$ cat src/rtl/sram_mem_mn.sv
// Word-addressable M x KMAX flop array with byte-masked writes and a one-cycle registered read port.
// Build option: define SRAM_MEM_MN_RST_CLEAR_EN to clear the whole array asynchronously on rst.
module sram_mem_mn #(
  parameter int M               = 2,
  parameter int KMAX            = 2,
  parameter int DATA_W          = 32,
  parameter int BYTE_W          = DATA_W / 8,
  parameter int CONFLICT_POLICY = 1,
  localparam int ROW_W          = (M <= 1) ? 1 : $clog2(M),
  localparam int K_W            = (KMAX <= 1) ? 1 : $clog2(KMAX)
) (
  input  logic              clk,
  input  logic              rst,
  input  logic              w_en,
  input  logic              w_re,
  input  logic              w_we,
  input  logic [ROW_W-1:0]  w_row,
  input  logic [K_W-1:0]    w_k,
  input  logic [DATA_W-1:0] w_wdata,
  input  logic [BYTE_W-1:0] w_wmask,
  output logic [DATA_W-1:0] w_rdata,
  output logic              w_rvalid
);

  if ((BYTE_W * 8 != DATA_W) || (DATA_W % 8 != 0)) begin : g_bad_width
    $error("sram_mem_mn: DATA_W must equal 8*BYTE_W");
  end
  if ((CONFLICT_POLICY < 0) || (CONFLICT_POLICY > 2)) begin : g_bad_policy
    $error("sram_mem_mn: CONFLICT_POLICY must be 0, 1 or 2");
  end
  if ((M < 1) || (KMAX < 1)) begin : g_bad_size
    $error("sram_mem_mn: M and KMAX must be at least 1");
  end

  logic [DATA_W-1:0] mem [M][KMAX];

  logic              in_range;
  logic              rd_req;
  logic              wr_go;
  logic [DATA_W-1:0] old_word;
  logic [DATA_W-1:0] merged;
  logic [DATA_W-1:0] rd_word;

  assign in_range = (int'(w_row) < M) && (int'(w_k) < KMAX);
  assign rd_req   = w_en && w_re;
  // Read priority drops the write of a combined request; rst gating keeps
  // requests out while reset is held even when the array itself is not reset.
  assign wr_go    = rst && w_en && w_we && in_range &&
                    !((CONFLICT_POLICY == 2) && w_re);

  always_comb begin
    old_word = '0;
    if (in_range) old_word = mem[w_row][w_k];
  end

  always_comb begin
    merged = old_word;
    for (int i = 0; i < BYTE_W; i++) begin
      if (w_wmask[i]) merged[8*i +: 8] = w_wdata[8*i +: 8];
    end
  end

  always_comb begin
    rd_word = '0;
    if (in_range) begin
      if ((CONFLICT_POLICY == 1) && w_we) rd_word = merged;
      else                                rd_word = old_word;
    end
  end

`ifdef SRAM_MEM_MN_RST_CLEAR_EN
  always_ff @(posedge clk or negedge rst) begin
    if (!rst) begin
      for (int r = 0; r < M; r++) begin
        for (int k = 0; k < KMAX; k++) begin
          mem[r][k] <= '0;
        end
      end
    end else if (wr_go) begin
      mem[w_row][w_k] <= merged;
    end
  end
`else
  // No reset on the array so it can map onto SRAM/LUTRAM.
  always_ff @(posedge clk) begin
    if (wr_go) mem[w_row][w_k] <= merged;
  end
`endif

  always_ff @(posedge clk or negedge rst) begin
    if (!rst) begin
      w_rdata  <= '0;
      w_rvalid <= 1'b0;
    end else begin
      w_rvalid <= rd_req;
      if (rd_req) w_rdata <= rd_word;
    end
  end

endmodule

$ cat config.mk
export PLATFORM = sky130hd
export DESIGN_NAME = sram_mem_mn
export DESIGN_NICKNAME = d
export VERILOG_FILES = /design/src/rtl/sram_mem_mn.sv
export SDC_FILE = /design/constraint.sdc
export NUM_CORES = 1
export LEC_CHECK = 0
export BUFFER_PORTS_ARGS = -buffer_cell sky130_fd_sc_hd__buf_4
export CAP_MARGIN = 0
export CELL_PAD_IN_SITES_DETAIL_PLACEMENT = 0
export CELL_PAD_IN_SITES_GLOBAL_PLACEMENT = 1
export CORE_ASPECT_RATIO = 0.5
export CORE_MARGIN = 4
export CORE_UTILIZATION = 49
export DETAILED_ROUTE_END_ITERATION = 12
export HOLD_SLACK_MARGIN = 0.03
export PLACE_DENSITY_LB_ADDON = 0.1
export SETUP_SLACK_MARGIN = 0.4
export SYNTH_ARGS = -nofsm -noshare
export SYNTH_HDL_FRONTEND = slang
export SYNTH_SLANG_ARGS = --single-unit
$ cat constraint.sdc
create_clock -name clk -period 1.76 [get_ports clk]
set_input_delay 0.264 -clock clk [delete_from_list [all_inputs] [get_ports clk]]
set_output_delay 0.264 -clock clk [all_outputs]
set_load 0.03 [all_outputs]
Word level (Yosys, flattened, before mapping)
Memory sizes are Yosys's and may differ from the RTL's.
Index checks and enable logic that the tools add are counted.
Storage, ports and cells
  bits in latches: 0
  memories kept: 1
  memory bits (read-only): 0
  output and inout port bits: 33
  flip-flop bits (word level): 33
  bits in writable memories: 128
  word-level logic and storage cells: 22
  input bits: 43
Memories
  mem: words 2, bits a word 64, rd ports 1, clocked after memory_dff 0, write ports 1, line 35  | logic [DATA_W-1:0] mem [M][KMAX];
Cells by class
  divide/modulo/power cells: 0
  shifts and indexed selects: 0
  bitwise operators: 1
  order comparisons: 2
  add/sub/neg operators: 0
  multipliers: 0
  mux-type cells: 12
  equal/unequal tests: 0
  reduce and logical (&&, ||, !) cells: 4
Operators with widths (number)
  $mux W32: 5
  $mux W64: 1
  $demux W32 S1: 1
  $mux W8: 4
  $logic_and A1 B1 Y1: 4
  $ge A2 B2 Y1 const B: 1
  $lt A2 B1 Y1 const B: 1
  $not A1 Y2: 1
  $mux W1: 1

Depth between registers and ports, before layout
Gate-level depths: netlist of run 1.
  word-level depth: 6
  mapped depth: 5
  mapped depth without buffers: 3

Least setup slack after synthesis of run 1
No wires, ideal clock.
  path type: input -> register
  start: in w_k
  end: mem mem[0][0] (netlist name), enable pin
  stages on the path: 4
  library setup time: 461 ps
  data required time: 1299 ps
  path slack: -1638 ps
  arrival: 2937 ps
  path through: buf_2 buf_2 inv_1 nor3_1
Between the ends
  word-level cells in the longest chain between the ends: 6
  elaborated cells on any way between the ends: 7
  classes of those cells: order compare (2); mux (3); bitwise (1); reduce/logical (1)
RTL lines
  start: declaration: line 18  | input logic [K_W-1:0] w_k,
  $not A1 Y2 (not written as such) *: line 86  | if (wr_go) mem[w_row][w_k] <= merged;
  $ge A2 B2 Y1 (not written as such) / $lt A2 B1 Y1 (equally long branches): line 86
  $logic_and A1 B1 Y1 (not written as such): line 86
  $mux W32 (not written as such): line 86
  $demux W32 S1 *: line 86
  $mux W64 (not written as such) *: line 86
  end: declaration: line 35
Mark *: on every way between the ends. The rest lies on a longest branch, timed or not.

Final worst setup path of run 1
  start: mem mem[1][23] (netlist name)
  end: mem mem[0][23] (netlist name), data pin
Between the ends
  word-level cells in the longest chain between the ends: 5
RTL lines
  $mem_v2 Z2 W64
  $mux W32 (not written as such) (3 in series): line 53  | if (in_range) old_word = mem[w_row][w_k];
  $mux W8: line 59  | if (w_wmask[i]) merged[8*i +: 8] = w_wdata[8*i +: 8];
  named net merged[23]: line 41  | logic [DATA_W-1:0] merged;
The timed path passes the listed nets, and every way through them passes these cells. The select of a mux whose other input is x is not followed.

==> metrics.yaml, run 1 <==
relSlewSlack_pct: 59.62
timing.clock.skew_ns: 0.008129
setup_viol: 0
hold_class: "input port to flop"
slowest_delay_ns: 0.53
vias_per_cell: 5.569
cp-end-kind: "flop"
area_delta_synth_final_pct: 25.78
finalCriticalPeriod_ns: 1.498
netlist_instances: 393
drc: 0
layout-drive-gt1-share_pct: 41.42
drv_slew: 0
clock_path_buffers: 2
arrival_ns: 1.66
die_area_um2: 15410
yosysWarnings: 0
syn_nets: 436
seq_area_frac_synth_pct: 71.22
dp_hpwl_um: 8744
vias: 3770
fmax_mhz: 667.7
grt_pass1_wl_um: 21890
synth_cell_types: 19
finalPower_mw: 9.037
crit_chain: "mux4_2, mux2_4"
cp-start-kind: "flop"
crit_path_max_fanout: 4
num_io_pins: 76
drt-total-wl_um: 13780
drt-pass1-iter-count: 4
gp_congestion: 0.7700
cp_slowest_cell: "mux4_2"
power_leakage_nw: 3.097
core_um2: 12880
nets: 537
pre_cts_ws_ns: -0.1016
clkTransAtPathRegs_ns: 0.07
setup_ws_ns: 0.2623
antenna_cells: 0
drt_iter0_markers: 235
grt_pass1_vias: 4099
vdd_ir_drop_max_v: 0.0005906
antenna_left: 0
antenna_found_initial: 0
die_w_um: 171.6
cts-root-buf: "clkbuf_16"
fill_cells: 925
cap_violations: 0
cts_tree: "yes"
rows: 29
h-tree-depth: 4
finalHoldViolations: 0
globalRouteOverflowTotal: 0
wl_per_cell_um: 20.35
layout_worst_path_cycle_share_pct: 85.10
grt_max_degree: 66
avgSynthCellArea_um2: 16.68
dieHeight_um: 89.80
rsz0062_at_grt: "true"
portBuffers: 75
numCtsBuffers: 17
synthesis.area_um2: 6556
worst_slew_pin_slew_ns: 0.6057
power.density_nw_per_um2: 1096
criticalPathCategory: "flop to flop"
regArea_um2: 4669
fin_hold_ws_ns: 0.1107
status: "completed"
initial_utilization_pct: 50.90
cts_num_sinks: 161
multi_input_area_um2: 1894
final_util_pct: 64.02
synth-seq-cells: 161
grt.total_usage_pct: 18.76
insertion_delay_ns: 0.42
cp_data_required_time_ns: 1.92
[cell families (layout without fill, tap and decap cells)]
kind of cell           count (synthesis)  after routing  share of synthesized area [%]
DFF                                  161            161                          71.22
and+or+nand+nor                      110            110                          6.584
muxes                                 64             64                          16.72
AOI/OAI and AO/OA                     32             32                          3.053
buffers and inverters                 26            140                          2.424
[worst paths after layout]
kind                                   from     endpoint  slack, ns  depth (start not counted)
min in group asynchronous               rst  w_rdata[30]       0.48                          3
worst max register to register   mem[1][23]   mem[0][23]       0.26                          2
worst min register to register  w_rdata[20]  w_rdata[20]       0.55                          2
worst min-delay path            w_wdata[11]  w_rdata[11]       0.11                          3
worst max-delay path             mem[1][23]   mem[0][23]       0.26                          2
max in group asynchronous               rst     w_rvalid       0.92                          3
[registers in the layout (all words and copies together), names as in the netlist]
register,count
w_rdata,32
mem,128
w_rvalid,1
[report_power, final]
| group | internal (mW) | switching (mW) |
|---|---|---|
| Combinational | 0.495 | 0.640 |
| Clock | 1.99 | 1.55 |
| Sequential | 4.29 | 0.0707 |
[routing by layer]
metal / wire length (um) / GRT usage (%) / vias up
li1: - / - / 1706
met4: 104 / 5.208 / 0
met3: 1109 / 4.952 / 12
met1: 5831 / 26.08 / 1911
met2: 6734 / 29.60 / 141
met5: 0 / 0 / -
[through the flow]
| step | cells | setup TNS [ns] | area [um2] |
|---|---|---|---|
| 4_1_cts | 668 | 0 | 8173 |
| 5_1_grt | 677 | 0 | 8247 |
| 6_report | 677 | 0 | 8247 |
| 3_3_place_gp | 633 | -5.603 | 7467 |
| 3_5_place_dp | 633 | -7.388 | 7467 |
| 2_1_floorplan | 393 | -5.972 | 6675 |
[synth_stat cells]
| cell type | instances | area, um2 |
|---|---|---|
| nand2_1 | 68 | 255.2 |
| edfxtp_1 | 128 | 3844 |
| inv_1 | 2 | 7.510 |
| mux2_2 | 32 | 360.4 |
| clkbuf_2 | 1 | 5.000 |
| nor3_1 | 4 | 20.02 |
| dfrtp_1 | 33 | 825.8 |
| nor2_1 | 32 | 120.1 |
| buf_8 | 1 | 15.01 |
| nand3_1 | 1 | 5.000 |
| mux4_1 | 4 | 105.1 |
| buf_1 | 2 | 7.510 |
| buf_2 | 7 | 35.03 |
| a31oi_1 | 32 | 200.2 |
| buf_12 | 2 | 40.04 |
| mux4_2 | 28 | 630.6 |
| and2_1 | 5 | 31.28 |
| buf_6 | 1 | 11.26 |
| clkbuf_1 | 10 | 37.54 |
[cells in the final DEF (no fill, tap or decap)]
master and count:
clkbuf_16 17, nand3_4 1, and2_1 4, inv_8 2, nand2_2 1, dlygate4sd3_1 1, a31oi_1 32, edfxtp_1 128
nand2_1 67, inv_6 7, buf_12 6, bufinv_16 1, and2_2 1, clkinv_4 3, inv_4 1, buf_4 97
dfrtp_1 33, mux2_4 32, clkinvlp_4 1, nor2_1 32, clkinv_2 2, nor3_4 4, mux4_2 32, buf_6 2
[cell type report]
cell class / count / area share (%)
Sequential cell: 161 / 56.62
Multi-Input combinational cell: 206 / 22.97
Timing Repair Buffer: 106 / 10.68
Clock buffer: 17 / 5.159
Tap cell: 170 / 2.579
Clock inverter: 15 / 1.775
Inverter: 2 / 0.2124
[timing repair]
item | in CTS | in global routing
resized for setup | 37 | 2
hold buffers | 1 | 0
pin swaps | 0 | 1
setup endpoints to repair | 128 | 130
endpoints found under the hold margin | 33 | 0
buffers inserted | 2 | 9
[worst max-delay path, delay by kind of cell (launching register included)]
kind | cells | cell delay [ns]
mux | 2 | 0.85
flops | 1 | 0.39
Note: power is estimated with default switching activity, not from simulation.
==> inputs of run 2 (changes only) <==
--- a/config.mk
+++ b/config.mk
@@ -11,7 +11,8 @@
 export CELL_PAD_IN_SITES_GLOBAL_PLACEMENT = 1
 export CORE_ASPECT_RATIO = 0.5
 export CORE_MARGIN = 4
-export CORE_UTILIZATION = 49
+export CORE_UTILIZATION = 51
+export CTS_BUF_LIST = sky130_fd_sc_hd__clkbuf_4 sky130_fd_sc_hd__clkbuf_8
 export DETAILED_ROUTE_END_ITERATION = 12
 export HOLD_SLACK_MARGIN = 0.03
 export PLACE_DENSITY_LB_ADDON = 0.1
==> run 2 against run 1 <==
Sequential power is essentially flat. Highest routed layer unchanged. Final area fell by 2.4%. Largest power group unchanged. Utilization grew 2.0 points.
==> metrics.yaml, run 2 (same netlist as run 1, synthesis figures left out) <==
status: "completed"
largest_reg_flops: 128
drt-total-wl_um: 13590
wl_per_cell_um: 20.34
cts_tree: "yes"
dieHeight_um: 88.18
regArea_um2: 4669
core_um2: 12190
drt-pass1-iter-count: 4
multi_input_area_um2: 1892
rows: 28
fmax_mhz: 690.9
layout_worst_path_cycle_share_pct: 82.24
finalHoldViolations: 0
vias_per_cell: 5.548
crit_path_max_fanout: 4
drv_slew: 0
dp_hpwl_um: 8669
criticalPathCategory: "flop to flop"
die_w_um: 168.3
num_io_pins: 76
cts_num_sinks: 161
insertion_delay_ns: 0.45
antenna_left: 0
fin_hold_ws_ns: 0.08408
cap_violations: 0
grt_max_degree: 36
area_delta_synth_final_pct: 22.81
mostFrequentLayoutCells: "128 x edfxtp_1, 93 x buf_4, 68 x nand2_1"
vdd_ir_drop_max_v: 0.0005227
drc: 0
numCtsBuffers: 17
die_area_um2: 14840
h-tree-depth: 4
arrival_ns: 1.63
relSlewSlack_pct: 60.67
antenna_found_initial: 0
timing.clock.skew_ns: 0.009197
hold_class: "input port to flop"
clkTransAtPathRegs_ns: 0.09
vias: 3706
layout-drive-gt1-share_pct: 40.56
power_leakage_nw: 2.998
grt_pass1_wl_um: 21360
setup_viol: 0
final_common_cell: "edfxtp_1"
clock_path_buffers: 2
portBuffers: 75
cts-root-buf: "clkbuf_8"
fill_cells: 842
globalRouteOverflowTotal: 0
top_register: "mem"
finalCriticalPeriod_ns: 1.447
worst_slew_pin_slew_ns: 0.5900
gp_congestion: 0.7386
reg.largest.list: "mem x128, w_rdata x32, w_rvalid x1"
cp_data_required_time_ns: 1.95
cp-start-kind: "flop"
nets: 534
grt.total_usage_pct: 19.49
grt_pass1_vias: 3975
final_util_pct: 66.04
antenna_cells: 0
drt_iter0_markers: 297
rsz0062_at_grt: "true"
power.density_nw_per_um2: 1008
cp-end-kind: "flop"
initial_utilization_pct: 53.78
run 2: layout make-up:
class,count,share of cell area [%]
Clock buffer,18,2.999
Clock inverter,13,1.694
Inverter,2,0.2176
Multi-Input combinational cell,206,23.50
Sequential cell,161,58.00
Tap cell,165,2.564
Timing Repair Buffer,103,11.03
run 2: worst paths after layout:
check	start	endpoint	slack, ns	depth (start not counted)
worst max-delay path	mem[0][52]	mem[0][20]	0.31	2
worst min-delay path	w_wdata[12]	w_rdata[12]	0.08	3
worst max register to register	mem[0][52]	mem[0][20]	0.31	2
worst min register to register	w_rdata[16]	w_rdata[16]	0.55	2
max in group asynchronous	rst	w_rdata[31]	0.95	3
min in group asynchronous	rst	w_rdata[20]	0.45	3
run 2: power by group:
group | leakage (nW) | switching [mW] | internal (mW)
Sequential | 1.52 | 0.0703 | 4.29
Clock | 0.187 | 1.36 | 1.27
Combinational | 1.29 | 0.638 | 0.497
run 2: repair_timing:
action                                  4_1_cts  5_1_grt
pin swaps                                     0        0
setup buffers                                 5        4
hold endpoints to repair                     33        0
resized for setup                            36        0
hold buffers                                  1        0
endpoints found under the setup margin      128      128
run 2: worst max-delay path, stage by stage (launching register included):
cell and delay (ns):
edfxtp_1 0.39, mux4_2 0.49, mux2_4 0.31
run 2: metrics by stage:
step / worst slack [ns] / total power, mW / std cells / instance area [um2] / TNS [ns]
finish: 0.3127 / 8.118 / 668 / 8051 / 0
global route: 0.2761 / 8.466 / 668 / 8051 / 0
CTS: 0.3056 / 8.166 / 664 / 8021 / 0
detailed placement: -0.08736 / 5.513 / 627 / 7491 / -4.912
global placement: -0.04029 / 5.476 / 627 / 7491 / -2.495
floorplan: -0.05938 / 5.098 / 393 / 6675 / -5.972
run 2: metal layers:
layer,vias up,share of wire [%],global-route usage (%)
met2,92,50,33.70
met1,1909,45,25.19
li1,1696,-,-
met4,0,0.60,4.786
met3,9,4.8,5.320
met5,-,0,0
==> inputs of run 3 (changes only) <==
--- a/config.mk
+++ b/config.mk
@@ -5,13 +5,14 @@
 export SDC_FILE = /design/constraint.sdc
 export NUM_CORES = 1
 export LEC_CHECK = 0
+export ABC_AREA = 1
 export BUFFER_PORTS_ARGS = -buffer_cell sky130_fd_sc_hd__buf_4
 export CAP_MARGIN = 0
 export CELL_PAD_IN_SITES_DETAIL_PLACEMENT = 0
 export CELL_PAD_IN_SITES_GLOBAL_PLACEMENT = 1
 export CORE_ASPECT_RATIO = 0.5
 export CORE_MARGIN = 4
-export CORE_UTILIZATION = 51
+export CORE_UTILIZATION = 47
 export CTS_BUF_LIST = sky130_fd_sc_hd__clkbuf_4 sky130_fd_sc_hd__clkbuf_8
 export DETAILED_ROUTE_END_ITERATION = 12
 export HOLD_SLACK_MARGIN = 0.03
==> constraint.sdc (replaced) <==
create_clock -name clk -period 1.5 [get_ports clk]
set_input_delay 0.225 -clock clk [delete_from_list [all_inputs] [get_ports clk]]
set_output_delay 0.225 -clock clk [all_outputs]
set_load 0.03 [all_outputs]
==> run 3 against run 2 <==
Flip-flop and latch count unchanged. Non-clock buffer count up 17. Final area increased by 8.1%. Clock power rose by 15%. Critical path type is now flop to output port. Critical endpoint is now w_rdata[23]. Largest cell class unchanged.
==> metrics.yaml, run 3 <==
final_util_pct: 60.01
syn_nets: 738
fmax_mhz: 809.5
cp-start-kind: "flop"
criticalPathCategory: "flop to output port"
r2r-end: "mem[1][40]"
vias_per_cell: 5.238
reg.largest.list: "mem x128, w_rdata x32, w_rvalid x1"
hold_path_end: "w_rdata[28]"
grt_pass1_vias: 5068
busiest_layer: "met2"
status: "completed"
clock_path_buffers: 2
min_path_cells: 5
cts_tree: "yes"
relSlewSlack_pct: 66.16
wl_per_cell_um: 16.85
clkTransAtPathRegs_ns: 0.11
antenna_found_initial: 0
top_register: "mem"
final_common_cell: "nand2_1"
ys.flop_type: "edfxtp_1"
synth_area_leaders: "edfxtp_1 55%, nand2_1 17%, dfrtp_1 12%, nand3_1 9.1%, a21oi_1 2.3%"
layout_worst_path_cycle_share_pct: 82.35
crit_chain: "buf_6"
core_um2: 14510
cp_slowest_cell: "dfrtp_1"
globalRouteOverflowTotal: 0
grtUsageMet1_pct: 28.67
seq_area_frac_synth_pct: 66.73
nets: 838
r2r_slack_ns: 0.45
dieHeight_um: 94.28
cap_violations: 0
cts-root-buf: "clkbuf_8"
layout-drive-gt1-share_pct: 24.26
cp_data_required_time_ns: 1.27
yosysWarnings: 0
final_cells: 1006
crit_family: "flip-flops"
min_from: "w_wdata[28]"
drv_slew: 0
power_leakage_nw: 3.744
r2r_cells: 4
numCtsBuffers: 17
finalCriticalPeriod_ns: 1.235
cp-end-kind: "output port"
pre_cts_ws_ns: 0.06699
grt.total_usage_pct: 20.58
grt_max_degree: 66
power.density_nw_per_um2: 1127
grtUsageMet3_pct: 3.480
antenna_cells: 0
dp_hpwl_um: 10240
multi_input_area_um2: 2193
synthTopCellsByCount: "321 x nand2_1, 128 x edfxtp_1, 127 x nand3_1"
fill_cells: 1266
timing.clock.skew_ns: 0.01658
drt-pass1-iter-count: 5
synth_cell_types: 16
dpl.cell_count: 954
yosysTopAreaCellShare_pct: 54.93
finalHoldViolations: 0
grt_pass1_wl_um: 26780
largest_reg_flops: 128
vdd_ir_drop_max_v: 0.0005677
worst_slew_pin_slew_ns: 0.5075
mostFrequentLayoutCells: "305 x nand2_1, 128 x edfxtp_1, 110 x nand3_1"
die_w_um: 180.6
cts_num_sinks: 161
insertion_delay_ns: 0.44
yosys.cell_count.top_type: "nand2_1"
synth-seq-cells: 161
arrival_ns: 1.01
gp_congestion: 0.7353
synth_top_area_cell: "edfxtp_1"
h-tree-depth: 4
area_delta_synth_final_pct: 24.41
async_flop_share_pct: 20.50
drt_iter0_markers: 301
setup_viol: 0
crit_path_max_fanout: 2
timing.rr.start: "mem[0][40]"
slowest_delay_ns: 0.41
drc: 0
die_area_um2: 17020
netlist_instances: 695
drt-total-wl_um: 16950
setup_ws_ns: 0.2647
synth-edff-count: 128
finalPower_mw: 9.809
grtUsageMet2_pct: 33.49
portBuffers: 75
rows: 31
critPathBufInv: 1
antenna_left: 0
initial_utilization_pct: 48.24
hold_class: "input port to flop"
num_io_pins: 76
vias: 5269
avgSynthCellArea_um2: 10.07
regArea_um2: 4669
synthesis.area_um2: 6998
rsz0062_at_grt: "true"
[run 3: area by class of cell]
class	instances	area share, %
tap	198	2.846
inverter	8	0.4312
timing repair buffer	120	13.52
multi-input combinational	487	25.19
clock inverter	15	1.682
sequential	161	53.64
clock buffer	17	2.688
[run 3: tightest hold or removal path, cell delays in order]
cell,delay (ns)
buf_4,0.08
nand2_1,0.06
nand3_1,0.08
nand2_1,0.05
nand2_1,0.05
[run 3: metrics by stage]
stage / cell area, um2 / hold slack (ns) / setup TNS (ns)
3_5_place_dp: 7926 / 0.3757 / 0
5_1_grt: 8706 / 0.1039 / 0
4_1_cts: 8493 / 0.07977 / 0
3_3_place_gp: 7926 / 0.3684 / 0
2_1_floorplan: 7069 / -0.07059 / -19.31
6_report: 8706 / 0.1143 / 0
[run 3: worst max-delay path by stage]
stage | start | end | slack (ns) | cells past startpoint
2_1_floorplan | w_k | mem[0][32] | -0.18 | 5
4_1_cts | w_rdata[19] | w_rdata[19] | 0.23 | 1
3_3_place_gp | w_k | mem[0][11] | 0.06 | 4
6_report | w_rdata[23] | w_rdata[23] | 0.26 | 1
3_5_place_dp | w_k | mem[0][11] | 0.07 | 4
5_1_grt | w_rdata[19] | w_rdata[19] | 0.21 | 1
[run 3: what timing repair did]
item                                    CTS  global route
cloned                                    0             0
gates resized for setup                  33            32
hold buffers                              1             0
pin swaps                                 0             3
setup buffers                             7            12
endpoints found under the setup margin   33           121
hold endpoints to repair                 33             0
[run 3: report_power, final]
group,switching [mW],internal (mW)
combinational,0.967,0.671
sequential,0.102,5.04
clock,1.80,1.23
total,2.87,6.94
[run 3: kinds of logic (layout without fill, tap and decap cells)]
group | Yosys count | count (layout) | share of synthesized area, %
buffers and inverters | 47 | 160 | 4.148
AND/OR/NAND/NOR | 455 | 455 | 26.84
flip-flops | 161 | 161 | 66.73
AO/OA/AOI/OAI | 32 | 32 | 2.289
[run 3: routing by layer]
metal / vias to the layer above / routed length (um)
li1: 2563 / -
met2: 162 / 7971
met1: 2530 / 7828
met3: 14 / 942
met5: - / 0
met4: 0 / 206
